--- src/rtl/pc_unit.sv ---
// Program counter with hold, increment, jump, relative branch and a
// return-address stack for call/return. All state updates on the rising clock edge.
module pc_unit #(
  parameter int unsigned       WIDTH        = 8,
  parameter int unsigned       STACK_DEPTH  = 4,
  parameter logic [WIDTH-1:0]  RESET_VECTOR = '0,
  localparam int unsigned      DW           = $clog2(STACK_DEPTH + 1)
) (
  input  logic             clk,
  input  logic             rst_n,
  input  logic             en,
  input  logic [2:0]       op,
  input  logic [WIDTH-1:0] imm,
  input  logic             taken,
  output logic [WIDTH-1:0] pc,
  output logic [DW-1:0]    depth,
  output logic             stack_full,
  output logic             stack_empty,
  output logic             fault
);

  // Index width into the stack array; depth itself needs one extra code for "full".
  localparam int unsigned AW = (STACK_DEPTH > 1) ? $clog2(STACK_DEPTH) : 1;

  typedef enum logic [2:0] {
    OpHold   = 3'b000,
    OpNext   = 3'b001,
    OpJump   = 3'b010,
    OpBranch = 3'b011,
    OpCall   = 3'b100,
    OpRet    = 3'b101
  } op_e;

  logic [WIDTH-1:0] pc_q, pc_d;
  logic [DW-1:0]    depth_q, depth_d;
  logic             fault_q, fault_d;
  logic             push;
  logic [WIDTH-1:0] pc_inc;
  logic [AW-1:0]    wr_idx, rd_idx;
  logic             full, empty;

  // Return-address storage; contents are deliberately not reset.
  logic [WIDTH-1:0] stack_q [STACK_DEPTH];

  assign pc_inc = pc_q + WIDTH'(1);
  assign full   = (depth_q == DW'(STACK_DEPTH));
  assign empty  = (depth_q == '0);
  // Both indices are only used when the guard (not full / not empty) holds.
  assign wr_idx = AW'(depth_q);
  assign rd_idx = AW'(depth_q - DW'(1));

  // Decode the operation into next pc, depth and fault.
  always_comb begin
    pc_d    = pc_q;
    depth_d = depth_q;
    fault_d = fault_q;
    push    = 1'b0;
    if (en) begin
      unique case (op)
        OpHold:   pc_d = pc_q;
        OpNext:   pc_d = pc_inc;
        OpJump:   pc_d = imm;
        OpBranch: pc_d = taken ? (pc_q + imm) : pc_inc;
        OpCall: begin
          if (full) begin
            fault_d = 1'b1;
          end else begin
            push    = 1'b1;
            pc_d    = imm;
            depth_d = depth_q + DW'(1);
          end
        end
        OpRet: begin
          if (empty) begin
            fault_d = 1'b1;
          end else begin
            pc_d    = stack_q[rd_idx];
            depth_d = depth_q - DW'(1);
          end
        end
        default:  fault_d = 1'b1;
      endcase
    end
  end

  // Architectural state with asynchronous reset.
  always_ff @(posedge clk or negedge rst_n) begin
    if (!rst_n) begin
      pc_q    <= RESET_VECTOR;
      depth_q <= '0;
      fault_q <= 1'b0;
    end else begin
      pc_q    <= pc_d;
      depth_q <= depth_d;
      fault_q <= fault_d;
    end
  end

  // Stack write on a successful call; no reset needed since depth gates reads.
  always_ff @(posedge clk) begin
    if (push) begin
      stack_q[wr_idx] <= pc_inc;
    end
  end

  assign pc          = pc_q;
  assign depth       = depth_q;
  assign stack_full  = full;
  assign stack_empty = empty;
  assign fault       = fault_q;

endmodule

--- config.mk ---
export PLATFORM = sky130hd
export DESIGN_NAME = pc_unit
export DESIGN_NICKNAME = d
export VERILOG_FILES = /design/src/rtl/pc_unit.sv
export SDC_FILE = /design/constraint.sdc
export NUM_CORES = 1
export LEC_CHECK = 0
export CAP_MARGIN = 20
export CORE_MARGIN = 4
export CORE_UTILIZATION = 55
export CTS_BUF_LIST = sky130_fd_sc_hd__clkbuf_16
export CTS_CLUSTER_SIZE = 16
export DETAILED_ROUTE_END_ITERATION = 7
export MAX_ROUTING_LAYER = met4
export PLACE_DENSITY = 0.78
export SETUP_SLACK_MARGIN = 0.02
export SYNTH_ARGS = -nofsm -noshare
export SYNTH_HDL_FRONTEND = slang
export SYNTH_SLANG_ARGS = --single-unit
--- constraint.sdc ---
create_clock -name clk -period 3 [get_ports clk]
set_clock_uncertainty 0.05 [all_clocks]
set_input_delay 0.6 -clock clk [delete_from_list [all_inputs] [get_ports clk]]
set_output_delay 0.6 -clock clk [all_outputs]
set_load 0.02 [all_outputs]
==> summary.md <==
| Metric | Value |
|---|---|
| Unrepaired setup endpoints after global routing | `no` |
| Max Freq | `0.3681 GHz` |
| Fraction of layout cells with a size suffix above 1 | `11.79%` |
| Crit path launch | `depth[1]$_DFFE_PN0P_` |
| Top cell type's share of synthesized area | `36.38%` |
| DR vias | `1,963` |
| Initial antenna violation count | `0` |
| Max layer used | `met4` |
| DP Wirelength | `4292 um` |
| Worst slew pin tran | `0.6406 ns` |
| Post-Syn Instances | `229` |
| Largest net degree at the start of global routing | `17` |
| Vias in the first global route | `1,970` |
| CTS tree | `built` |
| Worst Hold Class | `reg2reg` |
| Syn Nets | `261` |
| PwrDens | `946.0 nW/um^2` |
| Final ANT Viol Nets | `0` |
| Max Cap Viol | `0` |
| Register area | `1261 sq um` |
| Resize count post-CTS | `0` |
| Fillcell total | `315` |
| Detailed Route WL | `5917 um` |
| CTS Buffer Depth | `2` |
| Fin crit period | `2.717 ns` |
| Core area | `4504 sq um` |
| Unique masters post-synth | `50` |
| Status | `finished clean` |
| Top post-synthesis cells by area | `edfxtp_1, dfrtp_1, ha_1, mux4_2, a21oi_1` |
| Top Ports | `29` |
| Critical Path Fanout Max | `7` |
| Max IR drop VDD | `0.0004780 V` |
| Reg-to-reg slack, setup | `0.58 ns` |
| Post-synth EDFFs | `32` |
| Arrival time at the worst endpoint | `2.07 ns` |
| Gr ovfl total | `0` |
| Pre-antenna DRT Iters | `4` |
| Total power | `2.989 mW` |
| Synth Warn # | `0` |
| Worst-Skew Late Latency | `0.28 ns` |
| Routed wl met3 | `248 um` |
| Final Hold Viols | `0` |
| Crit share post-route | `90.56%` |
| Setup bufs post-CTS | `0` |
| Routability cong. | `0.8763` |
| Register area share after synthesis | `47.75%` |
| Final max-slew violation count | `0` |
| Biggest area consumer among synthesized cells | `edfxtp_1` |
| First-pass GRT wire length | `9742 um` |
| Avg Cell Area, Syn | `11.53 sq um` |
| Clock Sinks | `44` |
| Leakage | `1.181 nW` |
| Root Buffer Master | `clkbuf_16` |
| Post-Syn Area | `2641 sq um` |
| Layout Area Growth over Synthesis | `19.61%` |
| Die area | `5975 sq um` |
| DR WL met2 | `2904 um` |
| Number of hold buffers added after cts | `0` |
| Antenna cells | `0` |
| CTS clock-pin slew for the worst setup and hold paths | `0.07 ns` |
| Routed len/inst | `18.78 um` |
| PortBufs | `28` |
| Nets | `294` |
| Vias per cell | `6.232` |
| Setup TNS | `0 ns` |
| Die X-Extent | `77.30 um` |
| CP Class | `reg2out` |
| Reg2reg start | `depth[1]$_DFFE_PN0P_` |
| Ys flop type | `edfxtp_1` |
| Met1 wire length | `2694 um` |
| Hold path start | `fault$_DFFE_PN0P_` |
| CTS buffer count | `5` |
| Slew margin rel. | `57.16%` |
| H-tree levels | `2` |
| Flip-flop and latch count after synthesis | `44` |
| Area of the multi-input gates | `1280 sq um` |
| Async S/R FF share, synth | `27.27%` |
| WP data required | `2.35 ns` |
| Std cell rows | `24` |
| Crit path capture type | `output pin` |
| Initial Util | `58.64%` |
| Total track usage | `21.34%` |
| Final-report setup violation count | `0` |
| Initial DRC count | `184` |
| Die H | `77.30 um` |
| Drt drc | `0` |
| Critical path startpoint category | `flop` |
-- flip-flops by register name, summed over array words and instances (netlist names) --
name,cells
depth,3
fault,1
pc,8
stack_q,32
-- routing by layer --
metal,vias up,track usage [%]
met2,55,34.28
met5,-,-
met1,972,26.91
met4,0,6.050
met3,8,5.386
li1,928,-
-- critical path, stage by stage (launching register included) --
cell	delay, ns
dfrtp_1	0.44
inv_1	0.14
ha_1	0.22
ha_1	0.33
clkdlybuf4s50_1	0.66
-- final timing paths --
check | cells after the start | to
max | 4 | stack_empty
min | 1 | fault$_DFFE_PN0P_
min reg2reg | 1 | fault$_DFFE_PN0P_
max reg2reg | 9 | pc[2]$_DFFE_PN0P_
min in group asynchronous | 1 | depth[2]$_DFFE_PN0P_
max in group asynchronous | 1 | depth[1]$_DFFE_PN0P_
-- Yosys cell counts (6+ instances only) --
| library cell | instances |
|---|---|
| xnor2_1 | 6 |
| o21ai_0 | 10 |
| ha_1 | 16 |
| xor2_1 | 7 |
| nand3_1 | 14 |
| inv_1 | 15 |
| a21oi_1 | 16 |
| nand2_1 | 11 |
| edfxtp_1 | 32 |
| mux4_2 | 8 |
| nor2b_1 | 8 |
| nor2_1 | 10 |
| dfrtp_1 | 12 |
-- layout make-up --
type	count	area share, %
sequential	44	39.92
clock inverter	3	1.465
inverter	15	1.782
multi-input combinational	162	40.51
clock buffer	5	3.960
tap	52	2.059
timing repair buffer	34	10.30
-- cell usage in the layout (no fill, tap or decap), types with 2 or more instances in the layout --
cell type,n
nor2b_1,8
inv_1,15
ha_1,16
o21ai_0,10
edfxtp_1,32
a221oi_1,3
or3_1,3
o21ai_1,3
nand2b_1,2
a32o_1,2
nand3_1,14
nor2_1,10
o22ai_1,4
o21a_1,4
xor2_1,7
a21oi_1,16
nand4_1,2
clkbuf_16,5
and3_1,3
and2_1,4
mux4_2,8
nand2_1,11
a22oi_1,2
buf_4,6
clkdlybuf4s50_1,28
xnor2_1,6
dfrtp_1,12
nor3_1,4
-- metrics by stage --
step	cells	hold slack [ns]	utilization (%)	setup slack [ns]	area (sq um)
finish	315	0.4270	70.14	0.2833	3159
global placement	307	0.4060	66.33	0.3031	2988
global route	315	0.4469	70.14	0.2012	3159
detailed placement	307	0.4183	66.33	0.2435	2988
floorplan	229	0.2544	-	0.4145	2641
CTS	315	0.4355	70.14	0.2771	3159
-- cell families after synthesis --
kind of cell | share of synthesized area (%)
AOI/OAI and AO/OA | 15.40
xor gates and xnor gates | 4.311
adders and majority gates | 8.337
buffers and inverters | 3.789
DFF | 47.75
muxes | 7.200
and+or+nand+nor | 13.22
-- report_power, final --
| group | internal [mW] | switching [mW] | leakage [nW] |
|---|---|---|---|
| clock | 0.396 | 0.236 | 0.0804 |
| sequential | 0.824 | 0.137 | 0.425 |
| combinational | 0.630 | 0.765 | 0.676 |
| total | 1.85 | 1.14 | 1.18 |
Note: power is estimated with default switching activity, not from simulation.
